--- src/rtl/systolic_fir_filter.sv ---
// systolic_fir_filter: fixed-coefficient systolic FIR, one signed sample in and one filtered sample out per clock.
// Ports: clk (rising edge), rst (async active-high), din [DIN_W] signed sample, dout [DOUT_W] signed registered result.
// Optional SYSFIR_SAT_EN: saturate the accumulator to DOUT_W instead of two's-complement wrap.
module systolic_fir_filter #(
  parameter int TAPS = 8,
  parameter int DIN_W = 10,
  parameter int COEF_W = 10,
  parameter int DOUT_W = 20,
  parameter logic [TAPS*COEF_W-1:0] COEFS = {-10'sd3, 10'sd0, 10'sd19, 10'sd32, 10'sd32, 10'sd19, 10'sd0, -10'sd3}
) (
  input  logic clk,
  input  logic rst,
  input  logic signed [DIN_W-1:0] din,
  output logic signed [DOUT_W-1:0] dout
);
  localparam int PW = DIN_W + COEF_W;
  localparam int ACC_W = PW + $clog2(TAPS);
  logic signed [DIN_W-1:0] xr;
  logic signed [DIN_W-1:0] sa [TAPS];
  logic signed [DIN_W-1:0] sb [TAPS-1];
  logic signed [ACC_W-1:0] p [TAPS];
  logic signed [PW-1:0] prod [TAPS];
  logic signed [DOUT_W-1:0] red;
  for (genvar k = 0; k < TAPS; k++) begin : g_mul
    assign prod[k] = sa[k] * $signed(COEFS[k*COEF_W +: COEF_W]);
  end
`ifdef SYSFIR_SAT_EN
  logic signed [ACC_W-1:0] acc;
  logic hi, lo;
  assign acc = p[TAPS-1];
  assign hi = ~acc[ACC_W-1] & (|acc[ACC_W-2:DOUT_W-1]);
  assign lo = acc[ACC_W-1] & ~(&acc[ACC_W-2:DOUT_W-1]);
  assign red = hi ? {1'b0, {(DOUT_W-1){1'b1}}} : lo ? {1'b1, {(DOUT_W-1){1'b0}}} : acc[DOUT_W-1:0];
`else
  assign red = DOUT_W'(p[TAPS-1]);
`endif
  // Each cell multiplies its first sample register; the second one only delays the sample for the next cell,
  // so samples move at half the speed of partial sums and line up with the taps.
  always_ff @(posedge clk or posedge rst) begin
    if (rst) begin
      xr <= '0;
      sa <= '{default: '0};
      sb <= '{default: '0};
      p <= '{default: '0};
      dout <= '0;
    end else begin
      xr <= din;
      sa[0] <= xr;
      p[0] <= {{(ACC_W-PW){prod[0][PW-1]}}, prod[0]};
      for (int k = 1; k < TAPS; k++) begin
        sa[k] <= sb[k-1];
        p[k] <= p[k-1] + {{(ACC_W-PW){prod[k][PW-1]}}, prod[k]};
      end
      for (int k = 0; k < TAPS-1; k++) sb[k] <= sa[k];
      dout <= red;
    end
  end
endmodule

--- config.mk ---
export PLATFORM = sky130hd
export DESIGN_NAME = systolic_fir_filter
export DESIGN_NICKNAME = d
export VERILOG_FILES = /design/src/rtl/systolic_fir_filter.sv
export SDC_FILE = /design/constraint.sdc
export NUM_CORES = 1
export LEC_CHECK = 0
export BUFFER_PORTS_ARGS = -buffer_cell sky130_fd_sc_hd__buf_2
export CORE_ASPECT_RATIO = 1.2
export CORE_MARGIN = 10
export CORE_UTILIZATION = 59
export CTS_BUF_LIST = sky130_fd_sc_hd__clkbuf_4 sky130_fd_sc_hd__clkbuf_8
export DETAILED_ROUTE_END_ITERATION = 6
export PLACE_DENSITY_LB_ADDON = 0.08
export SLEW_MARGIN = 30
export SYNTH_ARGS = -nofsm -noshare
export SYNTH_HDL_FRONTEND = slang
export SYNTH_SLANG_ARGS = --single-unit
--- constraint.sdc ---
create_clock -name clk -period 19.9 [get_ports clk]
set_input_delay 3.98 -clock clk [delete_from_list [all_inputs] [get_ports clk]]
set_output_delay 3.98 -clock clk [all_outputs]
set_load 0.05 [all_outputs]
==> results of run 1 <==
-- flip-flops by register name (all words and copies together) (netlist names) --
register and flops:
sb 68, xr 10, p 141, dout 20
sa 78
-- cell usage in the layout, fill, tap and decap left out, drive strengths merged, types with 4 or more instances in the layout --
cell,count
a311oi,6
and3,8
o31ai,4
dfrtp,317
a21oi,66
nand2,34
o21bai,9
buf,33
a21boi,5
o22ai,4
or3,4
o21a,12
nor2b,8
ha,186
nand2b,8
a211oi,6
inv,124
a211o,4
o211ai,6
nor3,13
nor2,46
xor2,20
clkinv,5
a31oi,5
o21ai,37
clkbuf,75
a21o,37
nand3,15
a2111oi,4
xnor2,67
fa,32
-- stage by stage --
step	instances	hold WS (ns)	power, W	cell area (um2)	worst slack [ns]
final	1557	0.327	0.00247	16000	14.78
after global routing	1557	0.346	0.00267	16000	14.69
after CTS	1557	0.337	0.00250	16000	14.59
after detailed placement	1473	0.335	0.00192	14900	13.98
after global placement	1473	0.331	0.00189	14900	14.00
after floorplan	1121	0.331	0.00171	14300	7.15
-- layer usage --
metal | wire (um) | GRT usage | part of all wire
met2 | 11700 | 0.285 | 0.56
met5 | 0 | 0 | 0
met4 | 844 | 0.0746 | 0.040
met3 | 823 | 0.0341 | 0.039
met1 | 7740 | 0.144 | 0.37
-- cell type report --
class                           instances  area (um2)  area share
Clock inverter                          9         108     0.00673
Timing Repair Buffer                   33         178      0.0111
Sequential cell                       317        7930       0.496
Inverter                              123         474      0.0297
Tap cell                              320         400      0.0251
Multi-Input combinational cell        680        5950       0.372
Clock buffer                           75         945      0.0591
-- worst paths after layout --
kind,start,end,cells after the start
max in group asynchronous,rst,sa[78],3
worst max-delay path,dout[10],dout[10],1
worst min register to register,sb[27],sa[27],0
worst min-delay path,sb[27],sa[27],0
min in group asynchronous,rst,p[69],2
worst max register to register,sa[4],p[19],18
-- logic make-up after synthesis --
logic type / synth area share
flip-flops: 0.553
AO/OA/AOI/OAI: 0.0992
adder cells (fa/ha/maj): 0.207
AND/OR/NAND/NOR: 0.0508
buffers and inverters: 0.0325
XOR/XNOR: 0.0547
multiplexers: 0.00288
-- power groups by stage --
stage	clock network (W)	registers, W	logic (W)
3_3_place_gp	0	0.000881	0.00101
5_1_grt	0.000612	0.000893	0.00117
3_5_place_dp	0	0.000887	0.00104
6_report	0.000561	0.000873	0.00103
4_1_cts	0.000583	0.000876	0.00104
2_1_floorplan	0	0.000945	0.000766
==> metrics.md, run 1 <==
| Metric | Value |
|---|---|
| Outcome | finished clean |
| Synth warn | 0 |
| Synth Instances | 1121 |
| Slew @ Worst Pin | 0.876 ns |
| Commonest cells post-synth | dfrtp_1, ha_1, inv_1 |
| Netlist Area Pre-Place | 0.0143 mm2 |
| Max IR drop VDD | 0.0724 mV |
| Htree depth | 2 |
| Distinct cells, synth | 56 |
| Die Y | 191 um |
| NumNets Final | 1433 |
| Top cells by area, synth | dfrtp_1, ha_1, fa_1, xnor2_1, inv_1 |
| CTS tree | done |
| Post-layout util | 0.667 |
| First-pass GRT wire length | 38600 um |
| Power Internal | 0.00158 W |
| Flop pwr share | 0.354 |
| Ys async rst share | 1.00 |
| Port bufs | 31 |
| Largest net degree at the start of global routing | 153 |
| R2R Setup Slk | 15.13 ns |
| Clk network pwr share | 0.227 |
| P_sw | 0.000884 W |
| DR pass1 iterations | 4 |
| Max FO, Critical Path | 1 |
| Number of setup violations in the final report | 0 |
| Max Transition Viols Final | 0 |
| Syn_nets | 1351 |
| CTS Hold Bufs | 0 |
| Leading area contributor after synthesis | dfrtp_1 |
| CP endpoint kind | output pin |
| Detail Placement HPWL | 15600 um |
| Drt drc | 0 |
| Gpl congestion | 0.867 |
| RSZ-0062 raised after global routing | false |
| Comb pwr share | 0.419 |
| Setup Skew | 0.0275 ns |
| Seq/Total Area, Yosys | 0.553 |
| Leakage power | 7.90 nW |
| Vias per inst | 5.32 |
| Clock sink total | 317 |
| Remaining antenna violation count | 0 |
| Max Clk Rate | 195 MHz |
| Initial core utilization | 0.598 |
| Most frequent cell after synthesis | dfrtp_1 |
| Final Hold Vio Count | 0 |
| Critical path arrival | 1.14 ns |
| Post-synth EDFFs | 0 |
| Max Cap Viol | 0 |
| Req. time, crit path | 15.92 ns |
| FF+latch count, synth | 317 |
| CTS max path bufs | 3 |
| Layout-stage area growth over the synthesis result | 11.4% |
| Via count | 8278 |
| CTS buffer count | 48 |
| Wire length per cell | 13.6 um |
| Critical path type | reg2out |
| Final setup TNS | 0 ns |
| Syn avg cell area | 12.8 um2 |
| 1st-iter DRT viols | 216 |
| Number of inserted diodes | 0 |
| Tmin final | 5.12 ns |
| Root Driver | clkbuf_8 |
| Clk pin slew, worst setup/hold paths | 0.06 ns |
| PwrDens | 154 mW/mm2 |
| Core area | 0.0240 mm2 |
| Layout cells sized above 1 | 0.103 |
| Post-CTS Resized | 0 |
| Die Wd | 162 um |
| Gr ovfl total | 0 |
| Worst hold path class | reg2reg |
| Sw Share | 0.358 |
| Final wirelength | 21200 um |
| CP Launch Type | flop |
| Gr usage total | 0.149 |
| Tcrit/Tclk final | 0.257 |
| Antenna violations before repair | 0 |
| Clk_lat worst skew | 0.57 ns |
| Slowest CP cell | dfrtp_1 |
| Die ar. | 0.0310 mm2 |
| Worst slew margin relative to its limit | 0.401 |
| Number of top-level pins | 32 |
| CP max stage delay | 0.32 ns |
| CP top delay family | flip-flops |
| Worst-path cell chain | buf_2 |
| CP Buf/Inv Count | 1 |
| Top-area cell type share of the netlist area | 0.553 |
| Vias in the first global route | 9091 |
| Most used DFF post-synth | dfrtp_1 |
| Post-CTS Setup Repair Bufs | 0 |
| Core Rows | 62 |
| Fillers | 1804 |
(Power assumes the default switching activity.)
==> run 2, diff against run 1 <==
ABC_AREA = 1   (was not set)
clock period = 5.31 ns   (was 19.9 ns; I/O delays follow)
==> run 2 against run 1 <==
Combinational power grew to 4.2 times the previous value. Worst hold slack gained 0.016 ns. Design area grew 4.8%. Largest power group unchanged. Clock skew grew 0.0051 ns.
==> metrics.md, run 2 <==
| Metric | Value |
|---|---|
| Gr usage total | 0.181 |
| Most frequent cells in the layout | dfrtp_1, nand2_1, inv_1, ha_1, a21oi_1 |
| Largest registers | p: 141 flops, sa: 78 flops, sb: 68 flops |
| Leading area contributor after synthesis | dfrtp_1 |
| Clk_lat worst skew | 0.58 ns |
| Outcome | finished clean |
| Final Hold Vio Count | 0 |
| Slew @ Worst Pin | 0.554 ns |
| FF+latch count, synth | 317 |
| Most common cell after layout, fill and taps aside | dfrtp_1 |
| Largest net degree at the start of global routing | 106 |
| Top cells by area, synth | dfrtp_1, ha_1, nand2_1, inv_1, fa_1 |
| Global route hottest layer | met2 |
| CTS max path bufs | 3 |
| Seq/Total Area, Yosys | 0.526 |
| Gpl congestion | 0.887 |
| Placed Instance Area | 0.0157 mm2 |
| Register bank with the most flops | p |
| Req. time, crit path | 5.76 ns |
| Top-area cell type share of the netlist area | 0.526 |
| Design Area, Final | 0.0167 mm2 |
| CTS Hold Bufs | 0 |
| Syn_nets | 1613 |
| Core Rows | 64 |
| Finished Layout Cells | 1832 |
| Max Transition Viols Final | 0 |
| Drt drc | 0 |
| 1st-iter DRT viols | 356 |
| Antenna violations before repair | 0 |
| Die Wd | 166 um |
| NumNets Final | 1699 |
| Layout cells sized above 1 | 0.105 |
| Leakage power | 8.68 nW |
| Port bufs | 31 |
| Netlist Area Pre-Place | 0.0151 mm2 |
| Wire length per cell | 15.5 um |
| Setup Skew | 0.0326 ns |
| DR pass1 iterations | 4 |
| Synth Instances | 1383 |
| Vias per inst | 5.15 |
| Initial core utilization | 0.596 |
| Detail Placement HPWL | 22300 um |
| Crit path top cell by count | ha_1 |
| Remaining antenna violation count | 0 |
| Cell count after placement | 1748 |
| CP top delay family | adder cells |
| RSZ-0062 raised after global routing | false |
| Max reg flops | 141 |
| Most frequent cell after synthesis | dfrtp_1 |
| Worst hold path class | reg2reg |
| Synth warn | 0 |
| Syn avg cell area | 10.9 um2 |
| CP Buf/Inv Count | 3 |
| Most used DFF post-synth | dfrtp_1 |
| Fillers | 2031 |
| Tmin final | 4.48 ns |
| Worst-path cell chain | ha_1 -> ha_1 -> inv_1 -> fa_1 -> inv_1 -> ha_1 -> a21oi_1 -> o21ai_0 -> a21oi_1 -> nor2_1 -> nor2_1 -> xor2_1 -> ha_1 -> nand4_1 -> nor3_1 -> nand4_1 -> nand3_1 -> nand2_1 -> inv_1 -> nor2_1 |
| CP Launch Type | flop |
| Max FO, Critical Path | 6 |
| Ys async rst share | 1.00 |
| Final wirelength | 28300 um |
| Number of setup violations in the final report | 0 |
| Commonest cells post-synth | dfrtp_1, nand2_1, inv_1 |
| Vias in the first global route | 10458 |
| CTS tree | done |
| Root Driver | clkbuf_8 |
| Met3 Track Usage GR | 0.0313 |
| Worst slew margin relative to its limit | 0.629 |
| Gr ovfl total | 0 |
| Critical path arrival | 4.93 ns |
| Number of top-level pins | 32 |
| Slowest CP cell | fa_1 |
| First-pass GRT wire length | 48300 um |
| Power consumption | 0.00966 W |
| Htree depth | 2 |
| Core area | 0.0253 mm2 |
| Via count | 9438 |
| CP endpoint kind | flop |
| Clk pin slew, worst setup/hold paths | 0.06 ns |
| Max Cap Viol | 0 |
| Number of inserted diodes | 0 |
| Critical path type | reg2reg |
| Clock sink total | 317 |
| Die ar. | 0.0324 mm2 |
| Final setup TNS | 0 ns |
| Distinct cells, synth | 40 |
| CTS buffer count | 49 |
| Post-CTS Setup Repair Bufs | 0 |
| Die Y | 195 um |
| Post-CTS Resized | 0 |
| PwrDens | 576 mW/mm2 |
| Layout-stage area growth over the synthesis result | 11.1% |
| Max Clk Rate | 223 MHz |
| Met2 usage | 0.380 |
| Post-synth EDFFs | 0 |
| Tcrit/Tclk final | 0.844 |
| Max IR drop VDD | 0.318 mV |
| CP max stage delay | 0.53 ns |
| GR Util met1 | 0.163 |
==> run 2: layer usage <==
| metal | wire length [um] | part of all wire |
|---|---|---|
| met4 | 933 | 0.033 |
| met1 | 9610 | 0.34 |
| met2 | 16900 | 0.60 |
| met5 | 0 | 0 |
| met3 | 878 | 0.031 |
==> run 2: layout make-up <==
| type | count | area [um2] | area share |
|---|---|---|---|
| sequential | 317 | 7930 | 0.474 |
| multi-input combinational | 872 | 6410 | 0.383 |
| clock buffer | 74 | 931 | 0.0556 |
| inverter | 194 | 732 | 0.0437 |
| tap | 330 | 413 | 0.0247 |
| timing repair buffer | 35 | 235 | 0.0140 |
| clock inverter | 10 | 92.6 | 0.00553 |
==> run 2: worst paths after layout <==
kind / start / end / slack, ns / depth (start not counted)
max in group asynchronous: rst / p[15] / 3.69 / 4
min reg2reg: sb[23] / sa[23] / 0.34 / 0
min in group asynchronous: rst / sa[70] / 0.51 / 2
min: sb[23] / sa[23] / 0.34 / 0
max: sa[29] / p[64] / 0.83 / 20
max reg2reg: sa[29] / p[64] / 0.83 / 20
==> run 2: kinds of logic after synthesis <==
kind of cell,Yosys count,share of synthesized area
flip-flops,317,0.526
buffers and inverters,194,0.0483
AO/OA/AOI/OAI,155,0.0586
adder cells (fa/ha/maj),218,0.197
XOR/XNOR,82,0.0476
AND/OR/NAND/NOR,417,0.122
==> run 2: through the flow <==
stage | worst slack, ns | hold slack, ns | utilization
final | 0.829 | 0.343 | 0.662
after global routing | 0.536 | 0.351 | 0.662
after CTS | 0.855 | 0.341 | 0.662
after detailed placement | 0.911 | 0.335 | 0.621
after global placement | 0.933 | 0.331 | 0.621
after floorplan | 0.0232 | 0.331 | -
==> run 2: power breakdown <==
part           internal (W)  switching [W]
sequential          0.00307       0.000222
clock               0.00117       0.000894
combinational       0.00153        0.00277
